$ cat src/rtl/fetch_inst_queue.sv
// Fetch-to-decode instruction queue.
// Holds fetched instructions with their PC and BTB predicted-taken bit until
// decode takes them. A misprediction flush empties the queue in one cycle and
// adds the number of discarded entries to a saturating counter.
module fetch_inst_queue #(
    parameter int PC_W   = 8,
    parameter int INST_W = 32,
    parameter int DEPTH  = 4,
    parameter int PTR_W  = 2
) (
    input  logic              clk,
    input  logic              rst,
    input  logic              flush,
    input  logic              enq_valid,
    input  logic [PC_W-1:0]   enq_pc,
    input  logic [INST_W-1:0] enq_inst,
    input  logic              enq_pred,
    output logic              enq_ready,
    output logic              deq_valid,
    output logic [PC_W-1:0]   deq_pc,
    output logic [INST_W-1:0] deq_inst,
    output logic              deq_pred,
    input  logic              deq_ready,
    output logic [PTR_W:0]    count,
    output logic [7:0]        flush_drops
);

    localparam logic [PTR_W:0] FULL_CNT = (PTR_W+1)'(DEPTH);

    logic [PC_W-1:0]   pc_mem   [DEPTH];
    logic [INST_W-1:0] inst_mem [DEPTH];
    logic              pred_mem [DEPTH];

    logic [PTR_W-1:0] head;
    logic [PTR_W-1:0] tail;
    logic [PTR_W:0]   count_q;
    logic [8:0]       drop_sum;
    logic             enq_fire;
    logic             deq_fire;

    // Flush blocks both handshakes so nothing moves in the discard cycle.
    // No full pass-through and no empty bypass: both sides see only
    // registered state, keeping fetch and decode timing decoupled.
    assign enq_ready = (count_q != FULL_CNT) & ~flush;
    assign deq_valid = (count_q != '0) & ~flush;
    assign enq_fire  = enq_valid & enq_ready;
    assign deq_fire  = deq_valid & deq_ready;

    assign deq_pc   = deq_valid ? pc_mem[head]   : '0;
    assign deq_inst = deq_valid ? inst_mem[head] : '0;
    assign deq_pred = deq_valid ? pred_mem[head] : 1'b0;

    assign count    = count_q;
    assign drop_sum = {1'b0, flush_drops} + 9'(count_q);

    // Entry storage: written at tail on enqueue; a flush leaves contents as-is.
    always_ff @(posedge clk or posedge rst) begin
        if (rst) begin
            for (int i = 0; i < DEPTH; i++) begin
                pc_mem[i]   <= '0;
                inst_mem[i] <= '0;
                pred_mem[i] <= 1'b0;
            end
        end else if (enq_fire) begin
            pc_mem[tail]   <= enq_pc;
            inst_mem[tail] <= enq_inst;
            pred_mem[tail] <= enq_pred;
        end
    end

    // Pointers and occupancy; flush rewinds everything to an empty queue.
    always_ff @(posedge clk or posedge rst) begin
        if (rst) begin
            head    <= '0;
            tail    <= '0;
            count_q <= '0;
        end else if (flush) begin
            head    <= '0;
            tail    <= '0;
            count_q <= '0;
        end else begin
            if (enq_fire) tail <= tail + 1'b1;
            if (deq_fire) head <= head + 1'b1;
            if (enq_fire && !deq_fire)      count_q <= count_q + 1'b1;
            else if (deq_fire && !enq_fire) count_q <= count_q - 1'b1;
        end
    end

    // Saturating tally of wrong-path entries thrown away by flushes.
    always_ff @(posedge clk or posedge rst) begin
        if (rst) begin
            flush_drops <= '0;
        end else if (flush) begin
            flush_drops <= drop_sum[8] ? 8'hFF : drop_sum[7:0];
        end
    end

endmodule

$ cat config.mk
export PLATFORM = sky130hd
export DESIGN_NAME = fetch_inst_queue
export DESIGN_NICKNAME = d
export VERILOG_FILES = /design/src/rtl/fetch_inst_queue.sv
export SDC_FILE = /design/constraint.sdc
export NUM_CORES = 1
export LEC_CHECK = 0
export BUFFER_PORTS_ARGS = -buffer_cell sky130_fd_sc_hd__buf_4
export CAP_MARGIN = 15
export CORE_MARGIN = 2
export CORE_UTILIZATION = 37
export CTS_CLUSTER_SIZE = 20
export DETAILED_ROUTE_END_ITERATION = 8
export HOLD_SLACK_MARGIN = 0.02
export PLACE_DENSITY = 0.6
export SYNTH_ARGS = -nofsm -noshare
export SYNTH_HDL_FRONTEND = slang
export SYNTH_SLANG_ARGS = --single-unit
$ cat constraint.sdc
create_clock -name clk -period 9.05 [get_ports clk]
set_clock_uncertainty 0.15 [all_clocks]
set_input_delay 0.905 -clock clk [delete_from_list [all_inputs] [get_ports clk]]
set_output_delay 0.905 -clock clk [all_outputs]
set_load 0.1 [all_outputs]
# After elaboration in Yosys (flattened, before gate mapping)
# Cells that the tools add are included.
[classes]
eq_ne = 1
n_addsub = 5
muxes = 29
bitwise = 7
reduce_logical = 9
magnitude_cmp = 3
[op_table]
columns = ["op", "count"]
rows = [
  ["bitwise mux 128 bit", 1],
  ["two-way mux 32 bit", 4],
  ["binary-select mux 32 bit (select 2 bit)", 1],
  ["demux 32 bit (select 2 bit)", 1],
  ["two-way mux 8 bit", 5],
  ["bitwise mux 32 bit", 1],
  ["binary-select mux 8 bit (select 2 bit)", 1],
  ["demux 8 bit (select 2 bit)", 1],
  ["adder 8 x 3 -> 9 bit", 1],
  ["two-way mux 3 bit", 3],
  ["two-way mux 2 bit", 4],
  [">= comparator 3 bit (second input constant)", 2],
  ["inverter 2 -> 3 bit", 2],
  ["nonzero test 3 bit", 2],
  ["adder 2 x 1 -> 2 bit (second input constant)", 2],
  ["bitwise AND 1 bit", 4],
  ["bitwise mux 4 bit", 1],
  ["two-way mux 1 bit", 4],
  ["nonzero test 2 bit", 2],
  ["adder 3 x 1 -> 3 bit (second input constant)", 1],
  ["logical AND 1 bit", 3],
  ["< comparator 3 x 1 -> 1 bit (second input constant)", 1],
  ["!= test 3 bit (second input constant)", 1],
  ["subtractor 3 x 1 -> 3 bit (second input constant)", 1],
  ["other kinds (4)", 5],
]
[word_totals]
elab_cells = 70
reg_bits = 179

# Logic depth before layout (Yosys ltp)
# Gate-level depths: netlist of the first run.
[depth]
depth_word = 8
ltp_mapped = 8

# Least setup slack after synthesis of the first run
# Ideal clock, no wire load.
[synth_path]
path_type = "register to output"
startpoint = "register count_q[1] (netlist: count[1])"
endpoint = "output port deq_inst[22]"
t_arrival_ns = 3.413
stages_incl_launch_ff = 6
n_path_buf = 2
t_required_ns = 7.995
path_slack_ns = 4.582
cell_sequence = "dfrtp_1 -> buf_6 -> nor3_1 -> nor2_1 -> clkbuf_1 -> and2_1"
[synth_via]
elab_chain_len = 3
[synth_rtl]
columns = ["element", "line", "source"]
rows = [
  ["from (decl)", "36", "logic [PTR_W:0] count_q;"],
  ["from (signal assigned)", "84", "if (enq_fire && !deq_fire) count_q <= count_q + 1'b1;"],
  ["from (signal assigned)", "85", "else if (deq_fire && !enq_fire) count_q <= count_q - 1'b1;"],
  ["nonzero test 3 bit", "45", "assign deq_valid = (count_q != '0) & ~flush;"],
  ["bitwise AND 1 bit", "45", ""],
  ["net deq_valid", "19", "output logic deq_valid,"],
  ["two-way mux 32 bit", "50", "assign deq_inst = deq_valid ? inst_mem[head] : '0;"],
  ["to (decl)", "21", "output logic [INST_W-1:0] deq_inst,"],
]
# The timed path passes the listed nets, and every way through them passes these cells.

# Worst setup path after layout of the first run
[layout_path]
startpoint = "register count_q[1] (netlist: count[1])"
endpoint = "output port deq_inst[10]"
[layout_via]
elab_chain_len = 3
[layout_rtl]
columns = ["element", "line"]
rows = [
  ["nonzero test 3 bit", "45"],
  ["bitwise AND 1 bit", "45"],
  ["two-way mux 32 bit", "50"],
]
# No other way between the ends.

==> results of run 1 <==
-- Yosys cell counts (all sizes together) (2+ instances only) --
cell type / n
a211oi: 2
a21oi: 6
and2: 41
buf: 24
clkbuf: 12
dfrtp: 179
fa: 2
ha: 7
inv: 11
mux2: 167
mux2i: 2
mux4: 41
nand2: 6
nand3: 11
nand4: 2
nor2: 5
nor3: 3
o211ai: 2
o21ai: 10
or3: 5
or3b: 2
-- sequential cells by signal, summed over array words and instances, names as in the netlist --
| register | count |
|---|---|
| count | 3 |
| flush_drops | 8 |
| head | 2 |
| inst_mem | 128 |
| pc_mem | 32 |
| pred_mem | 4 |
| tail | 2 |
-- critical path, stage by stage (launching register included) --
cell     delay, ns
dfrtp_1       0.63
nor3_1        0.22
nor2_4        0.76
and2_1        0.29
buf_4         0.31
-- placed cells by master, fill, tap and decap left out, drive strengths merged, types with 3 or more instances in the layout --
cell type  count
nor2           5
bufinv         3
clkinv         3
or3            5
ha             7
inv           16
mux2         167
clkbuf        18
dfrtp        179
nand2          6
buf          101
a21oi          6
nor3           3
mux4          41
nand3         11
o21ai         10
and2          41
-- power groups by stage --
| stage | Combinational, mW | Sequential (mW) | Clock (mW) |
|---|---|---|---|
| after floorplan | 1.13 | 1.37 | 0 |
| after global placement | 1.44 | 1.30 | 0 |
| after detailed placement | 1.48 | 1.34 | 0 |
| after CTS | 1.48 | 1.32 | 0.794 |
| after global routing | 1.54 | 1.36 | 0.829 |
| final | 1.46 | 1.32 | 0.770 |
-- stage by stage --
step / power [mW] / instance area [µm²] / hold WS, ns / cells / utilization
6_report: 3.553 / 10090 / 0.3513 / 966 / 0.4431
5_1_grt: 3.735 / 10090 / 0.3641 / 966 / 0.4431
4_1_cts: 3.596 / 10090 / 0.3538 / 966 / 0.4431
3_5_place_dp: 2.812 / 9482 / 0.3379 / 935 / 0.4163
3_3_place_gp: 2.744 / 9482 / 0.3187 / 935 / 0.4163
2_1_floorplan: 2.503 / 8662 / 0.3094 / 557 / -
-- area by class of cell --
| class | instances | area (µm²) | area share |
|---|---|---|---|
| well taps | 313 | 391.6 | 0.03880 |
| multi-input cells | 331 | 3801 | 0.3766 |
| flip-flops and latches | 179 | 4484 | 0.4443 |
| clock buffers | 18 | 439.2 | 0.04351 |
| inverters | 11 | 46.29 | 0.004587 |
| repair buffers | 101 | 758.2 | 0.07512 |
| clock inverters | 13 | 172.7 | 0.01711 |
-- cell families after synthesis --
kind of cell	Yosys count	synth area share
adders and majority gates	9	0.01473
AOI/OAI and AO/OA	29	0.02167
buffers and inverters	47	0.04492
xor gates and xnor gates	1	0.001011
muxes	210	0.3390
DFF	179	0.5171
and+or+nand+nor	82	0.06154
-- metal layers --
metal	part of all wire	global-route usage	routed length [µm]
met3	0.046	0.03855	833
met2	0.50	0.2692	9076
met1	0.44	0.1919	7830
met4	0.014	0.04806	255
met5	0	0	0
-- worst max path at each step --
stage                         from            to  slack [ns]  depth (start not counted)
after floorplan                rst      count[0]        3.14                          1
after global placement       flush  deq_inst[10]        5.58                          4
after detailed placement     flush  deq_inst[10]        5.49                          4
after CTS                 count[1]  deq_inst[10]        5.29                          4
after global routing      count[1]  deq_inst[10]        5.13                          4
final                     count[1]  deq_inst[10]        5.36                          4
==> results.yml, run 1 <==
run_status:
  status: "completed"
global_route:
  grt_remaining_overflow: 0
  grt_pass1_vias: 5452
  grt_max_degree: 105
  grt_pass1_wl_um: 29240
  grt_use_total: 0.1556
  antenna_found_initial: 0
critical_path:
  critical_path.max_fanout: 42
  crit_path_end_kind: "primary output"
  worstPathArrival_ns: 2.64
  rrSetupSlack_ns: 6.13
  cp-start-kind: "flip-flop"
  crit_type: "reg -> out"
  cp.required_ns: 8.00
  r2r-start: "count[1]"
  r2r_cells: 6
  regToRegEndpoint: "count[2]"
drt:
  drt-wirelength-per-cell_um: 18.63
  initialDrtViolationCount: 238
  ant_nets: 0
  drc: 0
  drt_wl_total_um: 18000
  via_per_inst: 5.141
  dr_total_vias: 4966
  firstDrtPassIters: 5
logic_synthesis:
  async_flop_share: 1.000
  synth_area_mm2: 0.008662
  synth_top_area_frac: 0.5171
  synth.top_cells.by_area: "dfrtp_1, mux2_2, mux4_2"
  yosysWarnings: 0
  synth.distinct_cells: 45
  ys_seq_area_frac: 0.5171
  syn_inst: 557
  syn_nets: 612
  synth_enable_flop_cells: 0
  synth-seq-cells: 179
  syn_avg_cell_area_um2: 15.55
  synth_flop_cell: "dfrtp_1"
  synth_top_cell_by_area: "dfrtp_1"
timing:
  max_freq_mhz: 270.9
  tns_ns: 0
  rsz0062_at_grt: "no"
  setup_viol: 0
  fin_crit_ns: 3.691
  fin_crit_sh: 0.4079
  final_max_slew_viol_count: 0
  worstMarginPinSlew_ns: 0.9974
  hold_viol: 0
  layout_setup_ws_ns: 5.359
  slew-limit-headroom: 0.3351
die:
  dieArea_mm2: 0.02465
  die_h_um: 157.0
  core_area_mm2: 0.02278
  start_util: 0.3803
  ios: 100
  fp-row-count: 55
  fp.dieW_um: 157.0
pwr:
  p_seq_frac: 0.371
  p_int_mw: 2.153
  vdd_drop_max_uv: 280.2
  clkPwrFrac: 0.217
  switchingPower_mw: 1.400
  switching_share: 0.3940
  p_leak_nw: 4.592
  combPwrFrac: 0.412
  p_per_area_mw_per_mm2: 352.0
worst_hold_path:
  hold_start: "inst_mem[110]"
  hp-class: "reg -> reg"
  hold_depth: 1
  hold_end: "inst_mem[110]"
placement:
  place_ws_ns: 5.489
  gp_congestion: 0.7413
  dp_hpwl_um: 10970
  portBuffers: 99
finish:
  syn_to_final_growth_pct: 16.52
  antenna_cells: 0
  final_nets: 696
  fillers: 2057
  drive_above_1_share: 0.5391
clock_network:
  tritoncts: "yes"
  cts_setup_buffers: 0
  numCtsBuffers: 17
  cts_resized: 0
  htreeDepth: 4
  cts_num_sinks: 179
  cts.path.max_buffers: 2
  cts_hold_buf: 0
  worstSkewPairLatency_ns: 0.42
  root_buffer: "clkbuf_16"
  path_clk_slew_ns: 0.07
flow_run:
  maxCapViolCount: 0
Note: power is estimated with default switching activity, not from simulation.
==> inputs of run 2 (changes only) <==
==> constraint.sdc (replaced) <==
create_clock -name clk -period 3.5 [get_ports clk]
set_clock_uncertainty 0.15 [all_clocks]
set_input_delay 0.35 -clock clk [delete_from_list [all_inputs] [get_ports clk]]
set_output_delay 0.35 -clock clk [all_outputs]
set_load 0.1 [all_outputs]
==> results.yml, run 2 (synthesized netlist as in run 1, its figures left out) <==
timing:
  final_max_slew_viol_count: 0
  max_freq_mhz: 331.0
  setup_viol: 0
  layout_setup_ws_ns: 0.4789
  rsz0062_at_grt: "no"
  tns_ns: 0
  worstMarginPinSlew_ns: 0.9160
  fin_crit_sh: 0.8632
  slew-limit-headroom: 0.3894
  fin_crit_ns: 3.021
  hold_viol: 0
finish:
  finish.utilization: 0.4527
  top_regs: "inst_mem: 128 flops, pc_mem: 32 flops, flush_drops: 8 flops"
  final_cell_mix: "dfrtp_1, mux2_2, buf_4, mux4_2, and2_1"
  drive_above_1_share: 0.5206
  regMostFlops: "inst_mem"
  finalInstanceArea_mm2: 0.01031
  largest_reg_flops: 128
  mostFrequentLayoutCell: "dfrtp_1"
  final_nets: 722
  fillers: 1987
  syn_to_final_growth_pct: 19.05
  antenna_cells: 0
critical_path:
  crit_slowest_cell: "dfrtp_4"
  rrSetupSlack_ns: 0.68
  path_delay_family: "flip-flops"
  critical_path.max_fanout: 44
  path_cells: "mux4_2, and2_1, buf_4"
  crit_type: "reg -> out"
  regToRegEndpoint: "count[2]"
  cp.buffers_inverters: 1
  critical-path-max-stage-delay_ns: 1.04
  r2r-start: "count[1]"
  cp.required_ns: 3.00
  worstPathArrival_ns: 2.52
  cp-start-kind: "flip-flop"
  worstSetupStartpoint: "head[0]"
  crit_path_end_kind: "primary output"
  r2r_cells: 6
  crit_path_end: "deq_inst[20]"
  path_depth: 3
pwr:
  clkPwrFrac: 0.200
  p_int_mw: 5.446
  combPwrFrac: 0.423
  vdd_drop_max_uv: 791.2
  p_per_area_mw_per_mm2: 876.5
  p_seq_frac: 0.377
  p_leak_nw: 4.662
  switching_share: 0.3974
  switchingPower_mw: 3.592
die:
  core_area_mm2: 0.02278
  start_util: 0.3803
  dieArea_mm2: 0.02465
  ios: 100
  fp-row-count: 55
  fp.dieW_um: 157.0
  die_h_um: 157.0
drt:
  drc: 0
  initialDrtViolationCount: 230
  drt_wl_total_um: 18640
  firstDrtPassIters: 4
  via_per_inst: 5.062
  dr_total_vias: 5027
  drt-wirelength-per-cell_um: 18.77
  ant_nets: 0
placement:
  portBuffers: 99
  gp_congestion: 0.7856
  dp_hpwl_um: 11420
  post_dp_cell_area_mm2: 0.009535
  place_ws_ns: 0.6936
global_route:
  grt_max_degree: 89
  antenna_found_initial: 0
  grt_remaining_overflow: 0
  grt_pass1_vias: 5538
  grt_pass1_wl_um: 30130
  grt_use_total: 0.1601
clock_network:
  tritoncts: "yes"
  cts.path.max_buffers: 2
  root_buffer: "clkbuf_16"
  htreeDepth: 4
  cts_setup_buffers: 0
  cts_num_sinks: 179
  numCtsBuffers: 17
  path_clk_slew_ns: 0.06
  worstSkewPairLatency_ns: 0.42
worst_hold_path:
  hp-class: "in -> reg"
  hold_depth: 2
flow_run:
  maxCapViolCount: 0
run_status:
  status: "completed"
==> run 2: cell types whose count changed in the layout (fill, tap and decap cells not counted) <==
cell and change:
buf_12 +2, buf_4 +2, bufinv_16 -2, clkbuf_1 +3, clkinv_2 -1, clkinv_4 +1, clkinvlp_4 +5, dlygate4sd3_1 +22
inv_6 -3, inv_8 -2
==> run 2: how the worst min path moves through the flow <==
stage | start | to
2_1_floorplan | inst_mem[75] | inst_mem[75]
3_3_place_gp | rst | pc_mem[25]
3_5_place_dp | rst | pc_mem[25]
4_1_cts | enq_inst[17] | inst_mem[17]
5_1_grt | enq_inst[17] | inst_mem[81]
6_report | enq_inst[17] | inst_mem[17]
==> run 2: area by class of cell <==
cell class	count	area [µm²]	share of cell area
Clock buffer	21	450.4	0.04368
Clock inverter	11	106.4	0.01031
Tap cell	313	391.6	0.03798
Multi-Input combinational cell	331	3801	0.3686
Sequential cell	179	4484	0.4348
Inverter	11	45.04	0.004368
Timing Repair Buffer	127	1033	0.1002
==> run 2: per-stage QoR <==
| stage | hold slack [ns] | total power [mW] | instances |
|---|---|---|---|
| after global placement | 0.3190 | 7.115 | 939 |
| after CTS | 0.02003 | 9.139 | 992 |
| after global routing | 0.02109 | 9.523 | 993 |
| after floorplan | 0.3094 | 6.475 | 557 |
| after detailed placement | 0.3373 | 7.283 | 939 |
| final | 0.03780 | 9.038 | 993 |
==> run 2: power groups by stage <==
| stage | sequential, mW | combinational (mW) | clock (mW) |
|---|---|---|---|
| final | 3.40 | 3.83 | 1.81 |
| after global routing | 3.52 | 4.05 | 1.95 |
| after CTS | 3.42 | 3.87 | 1.86 |
| after detailed placement | 3.45 | 3.84 | 0 |
| after global placement | 3.36 | 3.76 | 0 |
| after floorplan | 3.55 | 2.93 | 0 |
==> run 2: metal layers <==
layer | global-route usage | vias to the layer above | part of all wire
li1 | - | 2267 | -
met1 | 0.2058 | 2655 | 0.45
met2 | 0.2707 | 92 | 0.50
met3 | 0.04295 | 13 | 0.041
met4 | 0.03713 | 0 | 0.0064
met5 | 0 | - | 0
==> run 2: repair_timing <==
action / 4_1_cts / 5_1_grt
hold buffers: 21 / 1
endpoints found under the hold margin: 72 / 1
resized for setup: 0 / 0
